File: config.mk
export PLATFORM = sky130hd
export DESIGN_NAME = rr_arb4to1_n
export DESIGN_NICKNAME = d
export VERILOG_FILES = /design/src/rtl/rr_arb4to1_n.sv
export SDC_FILE = /design/constraint.sdc
export NUM_CORES = 1
export LEC_CHECK = 0
export ABC_CLOCK_PERIOD_IN_PS = 3200
export BUFFER_PORTS_ARGS = -buffer_cell sky130_fd_sc_hd__clkbuf_2
export CORE_ASPECT_RATIO = 0.8
export CORE_MARGIN = 2
export CORE_UTILIZATION = 30
export DETAILED_ROUTE_END_ITERATION = 8
export GPL_TIMING_DRIVEN = 0
export PLACE_DENSITY_LB_ADDON = 0.1
export SLEW_MARGIN = 40
export SYNTH_ARGS = -nofsm -noshare
export SYNTH_HDL_FRONTEND = slang
export SYNTH_SLANG_ARGS = --single-unit
File: constraint.sdc
create_clock -name clk_i -period 3.2 [get_ports clk_i]
set_input_delay 0.48 -clock clk_i [delete_from_list [all_inputs] [get_ports clk_i]]
set_output_delay 0.48 -clock clk_i [all_outputs]
set_load 0.005 [all_outputs]
File: src/rtl/rr_arb4to1_n.sv
// rtl/rr_arb4to1_n.sv - round-robin 4:1 arbiter with one-entry valid/ready output register
module rr_arb4to1_n #(
  parameter int n       = 4,
  parameter int address = 2,
  parameter int m       = 4
) (
  input  logic               clk_i,
  input  logic               rst_i,
  input  logic               flush_i,
  input  logic [m-1:0]       req_i,
  output logic [m-1:0]       ack_o,
  output logic [address-1:0] sel_o,
  input  logic [n-1:0]       mux_data_i,
  output logic [n-1:0]       data_o,
  output logic               valid_o,
  input  logic               ready_i
);

  logic [address-1:0] ptr_q, ptr_d;
  logic [address-1:0] last_sel_q, last_sel_d;
  logic [n-1:0]       data_q, data_d;
  logic               valid_q, valid_d;

  logic [address-1:0] win;
  logic [address-1:0] cand;
  logic               found;
  logic               any_req;
  logic               cap_en;
  logic               sel_live;
  logic               grant;

  assign any_req = |req_i;
  // Register can take a new item when empty or when its current item leaves this cycle.
  assign cap_en  = !valid_q || ready_i;
  // sel_live depends only on req/flush/state, never on mux_data_i, so the mux path has no loop.
  assign sel_live = cap_en && any_req && !flush_i;
  // Reset suppresses the ack so a held requester is not told its data was taken.
  assign grant    = sel_live && !rst_i;

  // Scan requesters starting at ptr and wrapping; first one asserting wins.
  always_comb begin
    win   = ptr_q;
    cand  = ptr_q;
    found = 1'b0;
    for (int i = 0; i < m; i++) begin
      cand = ptr_q + address'(i);
      if (!found && req_i[cand]) begin
        win   = cand;
        found = 1'b1;
      end
    end
  end

  // Select follows the live winner while granting, otherwise parks on the last grant.
  always_comb begin
    sel_o = last_sel_q;
    ack_o = '0;
    if (sel_live) begin
      sel_o = win;
    end
    if (grant) begin
      ack_o = m'(1) << win;
    end
  end

  // Next-state: flush beats capture; capture beats plain drain.
  always_comb begin
    valid_d    = valid_q;
    data_d     = data_q;
    ptr_d      = ptr_q;
    last_sel_d = last_sel_q;
    if (flush_i) begin
      valid_d = 1'b0;
    end else if (grant) begin
      valid_d    = 1'b1;
      data_d     = mux_data_i;
      last_sel_d = win;
      ptr_d      = win + address'(1);
    end else if (valid_q && ready_i) begin
      valid_d = 1'b0;
    end
  end

  // State register with synchronous reset that overrides every other input.
  always_ff @(posedge clk_i) begin
    if (rst_i) begin
      valid_q    <= 1'b0;
      data_q     <= '0;
      ptr_q      <= '0;
      last_sel_q <= '0;
    end else begin
      valid_q    <= valid_d;
      data_q     <= data_d;
      ptr_q      <= ptr_d;
      last_sel_q <= last_sel_d;
    end
  end

  assign data_o  = data_q;
  assign valid_o = valid_q;

endmodule

==> out/qor.csv <==
metric,value,unit
finalPower,0.302,mW
fin_util,42.6,%
htree_levels,1,
hold_viol,0,
wire_per_inst,10.4,µm
synth_area_leader_cell,dfxtp_1,
status,finished clean,
r2r_cells,5,
clkSinkCount,9,
ir_worst_vdd,0.262,mV
p_seq_share,41.9,%
clock-root-buffer,clkbuf_4,
worst_pin_slew,0.392,ns
post-dp-hpwl,816,µm
synth_top_area_share,33.3,%
p_clk_share,30.2,%
diodes,0,
worstSkewPairLatency,0.27,ns
post-cts-setup-buffers,0,
portBuffers,22,
yosys-top-cells-area,"dfxtp_1, mux2i_1, nor2_1",
yosys_warnings,0,
ys_ff_latch,9,
ys_seq_area_share,33.3,%
hp-class,primary input to register,
leakage,0.321,nW
finalSetupTns,0,ns
grt_use_total,10.5,%
synth_edf_count,0,
rsz0062_at_grt,false,
cts_hold_buf,0,
grt.busiest_layer,met1,
cp_data_required_time,2.72,ns
pin_count,23,
cts_buffers,3,
drive_above_1_share,49.4,%
drc,0,
firstDrtPassIters,3,
antenna_found_initial,0,
async_flop_share,0,%
finalNetCount,94,
p_comb_share,27.9,%
start_util,32.7,%
rows,13,
max_cap_violations,0,
internal_power,0.210,mW
p_per_area,427,nW/µm²
setup_violations,0,
grt_pass1_vias,393,
maxSlewHeadroom,73.7,%
grtUsageMet1,15.8,%
mappedNetlistArea,542,µm²
fin_crit,2.17,ns
fin_skew,0.00917,ns
avgSynthCellArea,9.85,µm²
p_switching,0.0915,mW
maxSlewViolCount,0,
worstPathMaxFanout,10,
use_met2,13.1,%
fp.dieArea,2160,µm²
syn_nets,67,
synth_common_cells,"dfxtp_1, nor2_1, mux2i_1",
syn_inst,55,
ys_types,26,
timing.setup.critical_path_class,register to output port,
fin_crit_sh,67.7,%
place_congestion,0.699,
clk_pin_slew,0.07,ns
start_kind,register,
routed_wl,1070,µm
grt_first_pass_wirelength,1710,µm
grtUsageMet3,5.71,%
clockBufferDepth,2,
syn_to_final_growth,30.5,%
cp.arrival,1.69,ns
die_x,51.5,µm
yosys_most_used_dff,dfxtp_1,
grt_start_max_net_pins,11,
ant_nets,0,
cts_tree,done,
p_sw_share,30.3,%
cp-end-kind,output port,
design.core.area,1660,µm²
drtIter0Drc,8,
cts.repair.resized,0,
overflow,0,
max_freq,0.461,GHz
die_y,42.0,µm
whs_path_depth,2,
via_count,460,
avgViaCountPerCell,4.47,
## power groups by stage
stage | Combinational [mW] | Sequential, mW | Clock (mW)
floorplan | 0.0583 | 0.129 | 0
global placement | 0.0851 | 0.129 | 0
detailed placement | 0.0853 | 0.129 | 0
CTS | 0.0859 | 0.127 | 0.0922
global route | 0.0930 | 0.128 | 0.0971
finish | 0.0843 | 0.126 | 0.0912
## critical path, cell delays in order (launching register included)
cell,delay (ns)
dfxtp_1,0.32
nor2b_1,0.13
nor3_2,0.35
buf_4,0.27
nor4b_2,0.20
clkbuf_2,0.15
## through the flow
| step | instances | setup WS (ns) | hold WS [ns] | cell area [µm²] |
|---|---|---|---|---|
| 2_1_floorplan | 55 | 1.45 | 0.472 | 542 |
| 3_5_place_dp | 99 | 1.08 | 0.478 | 679 |
| 4_1_cts | 103 | 1.01 | 0.394 | 707 |
| 5_1_grt | 103 | 0.927 | 0.394 | 707 |
| 6_report | 103 | 1.03 | 0.401 | 707 |
| 3_3_place_gp | 99 | 1.06 | 0.475 | 679 |
## cells by family after synthesis
kind of cell	after synthesis	share of synthesized area, %
AOI/OAI and AO/OA	11	17.8
and+or+nand+nor	23	30.0
buffers and inverters	5	4.39
xor gates and xnor gates	1	1.62
muxes	6	12.9
DFF	9	33.3
## placed cells by master (no fill, tap or decap), drive strengths merged
cell    count
nand3b      1
nor4b       2
or2         1
mux2i       4
a21o        1
nor2b       5
xnor2       1
nor3        1
inv         3
dfxtp       9
a21oi       3
nor2        9
a211oi      3
clkbuf     25
nand2       2
o21ai       3
o221a       1
clkinv      1
nor4        1
nand2b      1
buf         2
mux2        2
## registers in the layout, indices dropped and copies added, names as in the netlist
| signal | cells |
|---|---|
| ptr_q | 2 |
| data_o | 4 |
| valid_o | 1 |
| last_sel_q | 2 |
## final cells by class
class                           instances  area (µm²)
Inverter                                3        11.3
Fill cell                             175         952
Multi-Input combinational cell         41         338
Clock inverter                          1        5.00
Sequential cell                         9         180
Buffer                                  2        12.5
Tap cell                               22        27.5
Timing Repair Buffer                   22         110
Clock buffer                            3        22.5
## layer usage
| metal | wire [µm] | share of wire, % | up-vias |
|---|---|---|---|
| met5 | 0 | 0 | - |
| met4 | 0 | 0 | 0 |
| met3 | 80 | 7.5 | 0 |
| met2 | 407 | 38 | 16 |
| met1 | 582 | 54 | 198 |
| li1 | - | - | 246 |
## final timing paths
check               to  slack (ns)    start
max           ack_o[2]        1.03  valid_o
min            valid_o        0.40  flush_i
max reg2reg  data_o[2]        1.75  valid_o
min reg2reg    valid_o        0.49  valid_o
Power figures use the tool's default switching activity.
